--- config.mk ---
export PLATFORM = sky130hd
export DESIGN_NAME = cam_ctrl
export DESIGN_NICKNAME = d
export VERILOG_FILES = /design/src/rtl/cam_ctrl.sv
export SDC_FILE = /design/constraint.sdc
export NUM_CORES = 1
export LEC_CHECK = 0
export ABC_AREA = 1
export CAP_MARGIN = 20
export CORE_ASPECT_RATIO = 1.4
export CORE_MARGIN = 5
export CORE_UTILIZATION = 60
export DETAILED_ROUTE_END_ITERATION = 6
export DONT_BUFFER_PORTS = 1
export MAX_ROUTING_LAYER = met4
export PLACE_DENSITY = 0.76
export SETUP_SLACK_MARGIN = 0.15
export SLEW_MARGIN = 20
export SYNTH_ARGS = -nofsm -noshare
export SYNTH_HDL_FRONTEND = slang
export SYNTH_SLANG_ARGS = --single-unit
--- constraint.sdc ---
create_clock -name clk -period 4.2 [get_ports clk]
set_clock_uncertainty 0.15 [all_clocks]
set_input_delay 0.84 -clock clk [delete_from_list [all_inputs] [get_ports clk]]
set_output_delay 0.84 -clock clk [all_outputs]
set_load 0.05 [all_outputs]
--- src/rtl/cam_ctrl.sv ---
// rtl/cam_ctrl.sv - round-robin lookup/insert controller for an external CAM
// Define CAM_CTRL_FLUSH_EN to build in the sequenced flush of all entries.
module cam_ctrl #(
    parameter  int DATA  = 16,
    parameter  int DEPTH = 16,
    parameter  int NREQ  = 4,
    localparam int ADDR  = $clog2(DEPTH)
) (
    input  logic                      clk,
    input  logic                      reset,
    input  logic [NREQ-1:0]           req,
    input  logic [NREQ-1:0][DATA-1:0] req_key,
    output logic [NREQ-1:0]           gnt,
    output logic                      resp_valid,
    output logic [NREQ-1:0]           resp_id,
    output logic                      resp_hit,
    output logic [ADDR-1:0]           resp_addr,
    output logic [ADDR:0]             occupancy,
    input  logic                      flush,
    output logic                      flush_done,
    output logic                      cam_we_,
    output logic [DATA:0]             cam_wm,
    output logic [DATA:0]             cam_wd,
    output logic [ADDR-1:0]           cam_waddr,
    output logic                      cam_re_,
    output logic [DATA:0]             cam_rm,
    output logic [DATA:0]             cam_rd,
    input  logic                      cam_match,
    input  logic [ADDR-1:0]           cam_raddr
);
    localparam int RRW = (NREQ > 1) ? $clog2(NREQ) : 1;

    typedef enum logic [2:0] {
        S_IDLE,
        S_LOOKUP,
        S_INSERT,
        S_RESP
`ifdef CAM_CTRL_FLUSH_EN
        , S_FLUSH
`endif
    } state_t;

    state_t            r_state, w_next;
    logic [RRW-1:0]    r_rr, w_win;
    logic [RRW:0]      w_idx;
    logic              w_any, w_take, w_flush_take;
    logic [ADDR-1:0]   r_victim, r_addr, r_resp_addr;
    logic [ADDR:0]     r_occ;
    logic [DATA-1:0]   r_key;
    logic [NREQ-1:0]   r_id, r_gnt, r_resp_id;
    logic              r_hit, r_resp_hit, r_resp_valid;

`ifdef CAM_CTRL_FLUSH_EN
    logic [ADDR-1:0]   r_fcnt;
    logic              r_flush_done;
    // flush still held while flush_done is showing is the finished request, not a new one
    assign w_flush_take = (r_state == S_IDLE) && flush && !r_flush_done;
    assign flush_done   = r_flush_done;
`else
    logic              w_unused_flush;
    assign w_unused_flush = flush;
    assign w_flush_take   = 1'b0;
    assign flush_done     = 1'b0;
`endif

    always_comb begin
        w_any = 1'b0;
        w_win = '0;
        w_idx = '0;
        for (int i = NREQ - 1; i >= 0; i--) begin
            w_idx = {1'b0, r_rr} + (RRW+1)'(i);
            if (w_idx >= (RRW+1)'(NREQ)) w_idx = w_idx - (RRW+1)'(NREQ);
            if (req[w_idx[RRW-1:0]]) begin
                w_any = 1'b1;
                w_win = w_idx[RRW-1:0];
            end
        end
    end

    assign w_take = (r_state == S_IDLE) && w_any && !w_flush_take;

    always_ff @(posedge clk or posedge reset) begin
        if (reset) r_state <= S_IDLE;
        else       r_state <= w_next;
    end

    always_comb begin
        w_next    = r_state;
        cam_we_   = 1'b1;
        cam_re_   = 1'b1;
        cam_waddr = r_victim;
        cam_wd    = {1'b1, r_key};
        case (r_state)
            S_IDLE: begin
                if (w_flush_take) begin
`ifdef CAM_CTRL_FLUSH_EN
                    w_next = S_FLUSH;
`endif
                end else if (w_any) begin
                    w_next = S_LOOKUP;
                end
            end
            S_LOOKUP: begin
                cam_re_ = 1'b0;
                w_next  = cam_match ? S_RESP : S_INSERT;
            end
            S_INSERT: begin
                cam_we_ = 1'b0;
                w_next  = S_RESP;
            end
            S_RESP: w_next = S_IDLE;
`ifdef CAM_CTRL_FLUSH_EN
            S_FLUSH: begin
                cam_we_   = 1'b0;
                cam_waddr = r_fcnt;
                cam_wd    = '0;
                if (r_fcnt == ADDR'(DEPTH - 1)) w_next = S_IDLE;
            end
`endif
            default: w_next = S_IDLE;
        endcase
    end

    always_ff @(posedge clk or posedge reset) begin
        if (reset) begin
            r_rr         <= '0;
            r_victim     <= '0;
            r_occ        <= '0;
            r_key        <= '0;
            r_id         <= '0;
            r_hit        <= 1'b0;
            r_addr       <= '0;
            r_gnt        <= '0;
            r_resp_valid <= 1'b0;
            r_resp_id    <= '0;
            r_resp_hit   <= 1'b0;
            r_resp_addr  <= '0;
`ifdef CAM_CTRL_FLUSH_EN
            r_fcnt       <= '0;
            r_flush_done <= 1'b0;
`endif
        end else begin
            r_gnt        <= '0;
            r_resp_valid <= 1'b0;
`ifdef CAM_CTRL_FLUSH_EN
            r_flush_done <= 1'b0;
`endif
            if (w_take) begin
                r_gnt <= NREQ'(1) << w_win;
                r_id  <= NREQ'(1) << w_win;
                r_key <= req_key[w_win];
                r_rr  <= (w_win == RRW'(NREQ - 1)) ? '0 : w_win + RRW'(1);
            end
            case (r_state)
                S_LOOKUP: begin
                    r_hit  <= cam_match;
                    r_addr <= cam_raddr;
                end
                S_INSERT: begin
                    r_addr   <= r_victim;
                    r_victim <= r_victim + ADDR'(1);
                    if (r_occ != (ADDR+1)'(DEPTH)) r_occ <= r_occ + (ADDR+1)'(1);
                end
                S_RESP: begin
                    r_resp_valid <= 1'b1;
                    r_resp_id    <= r_id;
                    r_resp_hit   <= r_hit;
                    r_resp_addr  <= r_addr;
                end
`ifdef CAM_CTRL_FLUSH_EN
                S_FLUSH: begin
                    r_fcnt <= r_fcnt + ADDR'(1);
                    if (r_fcnt == ADDR'(DEPTH - 1)) begin
                        r_occ        <= '0;
                        r_victim     <= '0;
                        r_flush_done <= 1'b1;
                    end
                end
`endif
                default: ;
            endcase
        end
    end

    assign gnt        = r_gnt;
    assign resp_valid = r_resp_valid;
    assign resp_id    = r_resp_id;
    assign resp_hit   = r_resp_hit;
    assign resp_addr  = r_resp_addr;
    assign occupancy  = r_occ;
    assign cam_wm     = '0;
    assign cam_rm     = '0;
    assign cam_rd     = {1'b1, r_key};

endmodule

==> reports/results.txt, run 1 <==
Hold-fix buffers at CTS: 0
DRT Pass-1 Iters: 4
Number of endpoints failing setup at the final stage: 0
Mapped Cells: 508
Global-route total usage across every layer: 0.1900
Via-to-Cell Ratio: 5.016
Final wirelength: 7604 um
Period Utilization, post-route: 0.6254
Dominant combinational cell family by area after synthesis: simple AND/OR/NAND/NOR gates
Area of the multi-input gates: 1664 um^2
Worst Hold Class: flop to flop
Wire length of the first global-routing pass: 12,280 um
Pin count of the biggest net entering global routing: 53
Starting DRT DRC Count: 107
# placed instances: 545
Die area: 7975 um^2
Fraction of the mapped netlist area in compound gates: 0.04524
Count of input and output buffers: 0
Width of the die: 76.92 um
Most used flip-flop cell after synthesis: sky130_fd_sc_hd__dfrtp_1
Largest cells by area after synthesis: sky130_fd_sc_hd__dfrtp_1 35%, sky130_fd_sc_hd__nand2_1 13%, sky130_fd_sc_hd__buf_4 12%, sky130_fd_sc_hd__inv_1 9.1%, sky130_fd_sc_hd__nand3_1 8.4%
Length of routed met2 wiring: 3938 um
Clock sink total: 52
Final Hold Violating Endpoints: 0
Post-synthesis instance area: 3761 um^2
Longest Clk Path Bufs: 2
Worst Setup Path Type: flop to primary output
Count leader, synth: sky130_fd_sc_hd__nand2_1
Yosys synthesis warning count: 0
Routed length per instance: 13.75 um
Final cell utilization of the core: 0.5720
Vias post-DR: 2,774
Number of core rows: 34
Placed wire-length estimate after detailed placement: 5813 um
Cell types with the highest counts after synthesis: 132 x sky130_fd_sc_hd__nand2_1, 91 x sky130_fd_sc_hd__inv_1, 63 x sky130_fd_sc_hd__nand3_1
Hold_sp: r_id[2]
Launching point of the worst reg2reg path: r_rr[0]
Number of synthesized register bits: 52
TritonCTS clock tree: yes
Final sum of negative setup slack: 0 ps
Filler cells: 593
Critical-path maximum fanout: 10
Initial Utilization: 0.6097
DRC violations left: 0
Core area: 6168 um^2
Post-CTS setup-driven buffer insertion count: 0
Post-synthesis async set-or-reset flop share: 1.000
Synth Area in XOR/XNOR: 0.01630
Required @ worst endpoint: 3210 ps
Number of global-route vias before repair: 2,648
Area added between synthesis and finish: -6.188%
Kind of start point of the critical path: flop
Root Driver: sky130_fd_sc_hd__clkbuf_8
Run status: completed
Simple-gate area share of the yosys netlist: 0.3174
Final std cells w/o fill: 553
Max H-tree Level: 2
Final net count: 564
Routed Antenna Nets: 0
Largest area contributor in the netlist: sky130_fd_sc_hd__dfrtp_1
Clk_lat worst skew: 300 ps
Detailed-routing wirelength on met1: 2981 um
Initial antenna violation count: 0
Vertical die dimension: 103.7 um
RSZ-0062 raised after global routing: false
Met3 layer wire length in the routed design: 524 um
Setup crit start: r_state[0]
Top-level port count: 170
Antenna fix cells: 0
Number of pins with negative max-slew slack in the final report: 0
Share of layout cells above drive strength 1: 0.1081
Arrival time of the worst setup path: 1640 ps
Number of maximum-capacitance violations: 0
Type of element capturing the critical path: primary output
Number of flops mapped to enable cells by yosys: 0
Area share of the leading cell type in the synthesized netlist: 0.3460
Adder and majority cell fraction of the synthesized area: 0.02661
Mux share of post-synthesis cell area: 0
Sum of overflow across all layers after global routing: 0
Minimum period implied by the final worst setup slack: 2627 ps
Number of CTS-inserted buffers: 5
Max layer used: met4
Max frequency: 380.7 MHz
Seq. cell area: 1301 um^2
GP Congestion: 0.9339
Netlist cell types: 33
Resized Gates After CTS: 0
Clock-pin transition on the worst setup and hold timing paths: 90 ps
Average footprint of a synthesized cell: 7.404 um^2
Sequential cell area fraction in the yosys report: 0.3460
Slew @ Worst Pin: 957.1 ps
Headroom to the max-slew limit: 0.3619
## stage by stage
| stage | instance area [um^2] | hold slack, ps | setup WS, ps |
|---|---|---|---|
| finish | 3528 | 344.1 | 1573 |
| global route | 3528 | 401.6 | 1468 |
| CTS | 3527 | 347.8 | 1554 |
| detailed placement | 3438 | 325.0 | 1432 |
| global placement | 3438 | 314.2 | 1477 |
| floorplan | 3892 | 297.0 | 1919 |
## worst paths after layout
check,endpoint,slack [ps],cells past startpoint
setup reg to reg,r_rr[1],1670,11
hold / removal,r_id[2],340,2
setup / recovery,cam_we_,1570,3
max in group asynchronous,r_rr[0],2960,1
hold reg to reg,r_id[2],340,2
min in group asynchronous,r_key[6],410,1
## layout by cell type (no fill, tap or decap), types with 2 or more instances in the layout
master,netlist,final
sky130_fd_sc_hd__nand2_1,132,132
sky130_fd_sc_hd__conb_1,2,37
sky130_fd_sc_hd__buf_4,58,2
sky130_fd_sc_hd__inv_2,4,4
sky130_fd_sc_hd__nand2_4,13,13
sky130_fd_sc_hd__nand3_1,63,63
sky130_fd_sc_hd__a22oi_1,2,2
sky130_fd_sc_hd__a21oi_1,3,3
sky130_fd_sc_hd__dfrtp_1,52,52
sky130_fd_sc_hd__xor2_1,5,5
sky130_fd_sc_hd__nand3_2,9,9
sky130_fd_sc_hd__inv_1,91,90
sky130_fd_sc_hd__ha_1,8,8
sky130_fd_sc_hd__nor2_2,3,3
sky130_fd_sc_hd__nand2_2,9,9
sky130_fd_sc_hd__o21ai_1,3,3
sky130_fd_sc_hd__clkbuf_8,0,5
sky130_fd_sc_hd__nand4_1,2,2
sky130_fd_sc_hd__o22ai_1,3,3
sky130_fd_sc_hd__nor2_1,9,9
sky130_fd_sc_hd__o21ai_0,14,14
sky130_fd_sc_hd__xnor2_1,2,2
## routing by layer
layer | GRT usage | vias up
li1 | - | 1385
met1 | 0.2215 | 1269
met2 | 0.3262 | 107
met3 | 0.03646 | 13
met4 | 0.06000 | 0
met5 | - | -
## layout make-up
cell class | instances | area share
multi-input cells | 323 | 0.4716
flip-flops and latches | 52 | 0.3688
inverters | 96 | 0.1046
well taps | 72 | 0.02553
clock buffers | 6 | 0.02057
clock inverters | 2 | 0.004610
repair buffers | 2 | 0.004255
## critical path, cell delays in order, from the launching register on
cell                      delay, ps
sky130_fd_sc_hd__dfrtp_1        390
sky130_fd_sc_hd__inv_1           80
sky130_fd_sc_hd__ha_1           340
sky130_fd_sc_hd__inv_1          520
## sequential cells by signal, summed over array words and instances (netlist names)
name / flops
r_rr: 2
resp_valid: 1
r_addr: 4
r_key: 16
r_state: 2
resp_hit: 1
gnt: 4
resp_id: 4
r_hit: 1
r_id: 4
cam_waddr: 4
resp_addr: 4
occupancy: 5
## logic make-up after synthesis
group,count (synthesis)
compound gates,29
xor+xnor,7
fa+ha+maj,8
buf+inv,168
flops,52
other cells,2
simple gates,242
Power of run 1 is left out: the tool's default activity adds up to more than one toggle a clock period on the data nets, which glitch-free logic cannot reach.
==> run 2, diff against run 1 <==
Clock period 4.2 ns to 2.7 ns, I/O delays scaled along.
==> reports/results.txt, run 2 (same netlist as run 1, synthesis figures left out) <==
Commonest cells after routing, fill and taps aside: 132 x sky130_fd_sc_hd__nand2_1, 90 x sky130_fd_sc_hd__inv_1, 63 x sky130_fd_sc_hd__nand3_1, 52 x sky130_fd_sc_hd__dfrtp_1, 37 x sky130_fd_sc_hd__conb_1
Hold-fix buffers at CTS: 0 (unchanged)
Count of input and output buffers: 0 (unchanged)
Clk_lat worst skew: 300 ps (about the same)
Critical-path maximum fanout: 19 (+9)
Clock-pin transition on the worst setup and hold timing paths: 90 ps (about the same)
Cells along the critical path: inv_8, nand2_1, nand2_1, nand2_2, o21ai_1, a31oi_2, inv_2, ha_1, o21ai_0
Placed wire-length estimate after detailed placement: 5958 um (+2.5%)
Initial Utilization: 0.6097 (unchanged)
Max frequency: 427.9 MHz
RSZ-0062 raised after global routing: false
Share of layout cells above drive strength 1: 0.1491 (+0.04100)
Number of core rows: 34 (unchanged)
Longest Clk Path Bufs: 2 (unchanged)
Largest Register: r_key
Logic depth of the worst path, buffers included: 9 (+6)
Number of CTS-inserted buffers: 5 (unchanged)
Count of buffer and inverter cells on the critical path: 2 (unchanged)
Period Utilization, post-route: 0.8656
Pin count of the biggest net entering global routing: 53 (unchanged)
DRC violations left: 0 (unchanged)
Clock sink total: 52 (unchanged)
Post-CTS setup-driven buffer insertion count: 0 (unchanged)
Worst Setup Path Type: flop to flop
GP Congestion: 0.8551 (-8.4%)
Die area: 7975 um^2 (unchanged)
Final Hold Violating Endpoints: 0 (unchanged)
Final net count: 586 (+3.9%)
Kind of cell adding the most delay to the critical path: compound AO/OA/AOI/OAI gates
Sum of overflow across all layers after global routing: 0 (unchanged)
Cell at the slowest stage of the critical path: sky130_fd_sc_hd__dfrtp_1
Resized Gates After CTS: 0 (unchanged)
Final cell utilization of the core: 0.6039 (+0.03185)
Width of the die: 76.92 um (unchanged)
Filler cells: 587 (-1.0%)
Number of maximum-capacitance violations: 0 (unchanged)
Required @ worst endpoint: 2760 ps (-450 ps)
Commonest non-fill, non-tap cell in the layout: sky130_fd_sc_hd__nand2_1
Kind of start point of the critical path: flop
Antenna fix cells: 0 (unchanged)
Most frequent cell on the critical path: sky130_fd_sc_hd__nand2_1
Wire length of the first global-routing pass: 12,400 um (+0.95%)
Final sum of negative setup slack: 0 ps (unchanged)
Starting DRT DRC Count: 109 (+1.9%)
Vertical die dimension: 103.7 um (unchanged)
Arrival time of the worst setup path: 2400 ps (+760 ps)
Initial antenna violation count: 0 (unchanged)
Number of endpoints failing setup at the final stage: 0 (unchanged)
Minimum period implied by the final worst setup slack: 2337 ps
Headroom to the max-slew limit: 0.3923 (+0.03037)
Number of global-route vias before repair: 2,703 (+2.1%)
Core area: 6168 um^2 (unchanged)
Global-route total usage across every layer: 0.1920 (+0.001957)
Max H-tree Level: 2 (unchanged)
Top-level port count: 170 (unchanged)
TritonCTS clock tree: yes
Worst Hold Class: input port to async pin
Via-to-Cell Ratio: 4.936 (-1.6%)
Worst R2R Path Depth: 9 (-2)
Area added between synthesis and finish: -0.9648%
Vias post-DR: 2,838 (+2.3%)
Routed length per instance: 13.23 um (-3.8%)
Slew @ Worst Pin: 911.6 ps (-45.56 ps)
Routed Antenna Nets: 0 (unchanged)
Final wirelength: 7607 um (about the same)
Run status: completed
Delay contributed by the slowest stage of the critical path: 580 ps (+60 ps)
Max reg flops: 16 (unchanged)
Root Driver: sky130_fd_sc_hd__clkbuf_8
DRT Pass-1 Iters: 4 (unchanged)
Number of pins with negative max-slew slack in the final report: 0 (unchanged)
Type of element capturing the critical path: flop
-- run 2: final timing paths --
check	startpoint	to	slack, ps
setup / recovery	r_rr[0]	r_rr[1]	360
hold / removal	reset	r_key[5]	130
setup reg to reg	r_rr[0]	r_rr[1]	360
hold reg to reg	r_id[2]	resp_id[2]	340
max in group asynchronous	reset	r_key[11]	1830
min in group clk	cam_raddr[0]	r_addr[0]	250
-- run 2: metal layers --
metal  up-vias  part of all wire  global-route usage
li1       1426                 -                   -
met1      1290              0.39              0.2219
met2       113              0.53              0.3329
met3         9             0.072             0.03906
met4         0             0.014             0.05500
met5         -                 0                   -
-- run 2: final cells by class --
cell class	count	area (um^2)	share of cell area
multi-input cells	323	1664	0.4468
flip-flops and latches	52	1301	0.3493
inverters	96	367.9	0.09876
repair buffers	24	180.2	0.04837
well taps	72	90.09	0.02419
clock buffers	6	82.58	0.02217
clock inverters	2	38.79	0.01041
-- run 2: stage by stage --
step	cells	cell area, um^2	hold slack [ps]	setup slack [ps]
after global placement	567	3603	315.1	436.8
after detailed placement	567	3603	318.1	382.6
after global routing	575	3725	195.1	171.3
after CTS	575	3725	154.8	301.9
after floorplan	543	3892	297.0	719.0
final	575	3725	131.5	362.8
Power of run 2 is left out for the same reason.
==> run 3, diff against run 2 <==
--- a/config.mk
+++ b/config.mk
@@ -15,3 +15,3 @@
 export MAX_ROUTING_LAYER = met4
-export PLACE_DENSITY = 0.76
+export PLACE_DENSITY = 0.85
 export SETUP_SLACK_MARGIN = 0.15
==> constraint.sdc (replaced) <==
create_clock -name clk -period 2.7 [get_ports clk]
set_clock_uncertainty 0.15 [all_clocks]
set_input_delay 0.675 -clock clk [delete_from_list [all_inputs] [get_ports clk]]
set_output_delay 0.675 -clock clk [all_outputs]
set_load 0.05 [all_outputs]
==> reports/results.txt, run 3 (same netlist as run 1, synthesis figures left out) <==
Wire length of the first global-routing pass: 12,290 um (-0.90%)
Number of core rows: 34 (unchanged)
Max frequency: 439.1 MHz (+2.6%)
Period Utilization, post-route: 0.8435 (-0.02208)
Core area: 6168 um^2 (unchanged)
Minimum period implied by the final worst setup slack: 2278 ps (-59.62 ps)
Max H-tree Level: 2 (unchanged)
TritonCTS clock tree: yes
Root Driver: sky130_fd_sc_hd__clkbuf_8
Post-CTS setup-driven buffer insertion count: 0 (unchanged)
Number of pins with negative max-slew slack in the final report: 0 (unchanged)
Count of input and output buffers: 0 (unchanged)
Via-to-Cell Ratio: 5.075 (+2.8%)
Cell at the slowest stage of the critical path: sky130_fd_sc_hd__inv_1
Area added between synthesis and finish: -0.7319%
Number of maximum-capacitance violations: 0 (unchanged)
Largest Register: r_key
Pin count of the biggest net entering global routing: 35 (-34%)
Headroom to the max-slew limit: 0.5809 (+0.1886)
Longest Clk Path Bufs: 2 (unchanged)
Worst Setup Path Type: flop to primary output
Sum of overflow across all layers after global routing: 0 (unchanged)
Delay contributed by the slowest stage of the critical path: 470 ps (-110 ps)
Routed Antenna Nets: 0 (unchanged)
Critical-path maximum fanout: 7 (-12)
Clock sink total: 52 (unchanged)
Number of CTS-inserted buffers: 5 (unchanged)
Resized Gates After CTS: 0 (unchanged)
Launching point of the worst reg2reg path: r_rr[0]
Antenna fix cells: 0 (unchanged)
RSZ-0062 raised after global routing: false
Commonest cells after routing, fill and taps aside: 132 x sky130_fd_sc_hd__nand2_1, 90 x sky130_fd_sc_hd__inv_1, 63 x sky130_fd_sc_hd__nand3_1, 51 x sky130_fd_sc_hd__dfrtp_1, 37 x sky130_fd_sc_hd__conb_1
Final Hold Violating Endpoints: 0 (unchanged)
GP Congestion: 0.8913 (+4.2%)
Global-route total usage across every layer: 0.1883 (-0.003679)
Commonest non-fill, non-tap cell in the layout: sky130_fd_sc_hd__nand2_1
Share of layout cells above drive strength 1: 0.1528 (+0.003672)
Vertical die dimension: 103.7 um (unchanged)
DRT Pass-1 Iters: 4 (unchanged)
Starting DRT DRC Count: 148 (+36%)
Initial Utilization: 0.6097 (unchanged)
Initial antenna violation count: 0 (unchanged)
Number of endpoints failing setup at the final stage: 0 (unchanged)
Count of buffer and inverter cells on the critical path: 2 (unchanged)
Top-level port count: 170 (unchanged)
Setup crit start: r_state[0]
Vias post-DR: 2,923 (+3.0%)
Slew @ Worst Pin: 628.0 ps (-283.6 ps)
Final net count: 587 (+0.17%)
Worst Hold Class: input port to async pin
Width of the die: 76.92 um (unchanged)
Cells along the critical path: inv_1, ha_1, inv_1
Final sum of negative setup slack: 0 ps (unchanged)
Die area: 7975 um^2 (unchanged)
DRC violations left: 0 (unchanged)
Number of global-route vias before repair: 2,707 (+0.15%)
Final wirelength: 7635 um (+0.37%)
Clk_lat worst skew: 290 ps (about the same)
Run status: completed
Required @ worst endpoint: 1880 ps (-880 ps)
Routed length per instance: 13.26 um (+0.19%)
Arrival time of the worst setup path: 1450 ps (-950 ps)
Type of element capturing the critical path: primary output
Hold-fix buffers at CTS: 0 (unchanged)
Placed wire-length estimate after detailed placement: 6024 um (+1.1%)
Kind of start point of the critical path: flop
Max reg flops: 16 (unchanged)
Kind of cell adding the most delay to the critical path: buffers and inverters
Clock-pin transition on the worst setup and hold timing paths: 90 ps (about the same)
Most frequent cell on the critical path: sky130_fd_sc_hd__inv_1
run 3: changes by cell type in the layout (fill, tap and decap cells not counted), sizes merged:
cell and delta:
buf +1
run 3: worst reg2reg max path, delay by kind of cell (launching register included):
kind | cells | cell delay (ps)
buffers and inverters | 2 | 340
adder cells (fa/ha/maj) | 1 | 330
flip-flops | 1 | 510
AO/OA/AOI/OAI | 2 | 540
AND/OR/NAND/NOR | 4 | 320
run 3: layer usage:
layer / routed length, um / track usage / vias to the layer above
met4: 76 / 0.05750 / 0
met2: 3949 / 0.3244 / 124
met5: 0 / - / -
met1: 3088 / 0.2193 / 1360
met3: 521 / 0.03646 / 6
li1: - / - / 1433
run 3: cell type report:
type,count,area [um^2]
clock buffer,6,82.58
clock inverter,2,38.79
fill,565,2435
inverter,96,367.9
multi-input combinational,323,1664
sequential,52,1303
tap,72,90.09
timing repair buffer,25,187.7
run 3: final timing paths:
path                                endpoint  slack, ps  cells past startpoint
worst max register to register       r_rr[1]        450                      9
max in group asynchronous            r_rr[0]       1740                      2
worst min register to register      r_key[4]        340                      2
worst min-delay path            occupancy[0]         60                      1
min in group clk                    r_key[4]        340                      2
worst max-delay path                 cam_we_        420                      3
run 3: metrics by stage:
step	instances	hold slack (ps)	cell area (um^2)	setup WS, ps	utilization
detailed placement	568	316.3	3611	323.1	0.5854
CTS	576	61.32	3732	304.8	0.6051
finish	576	62.58	3734	422.4	0.6053
global route	576	63.76	3734	279.0	0.6053
global placement	568	311.2	3611	380.7	0.5854
floorplan	543	297.0	3892	584.0	-
Power of run 3 is left out for the same reason.
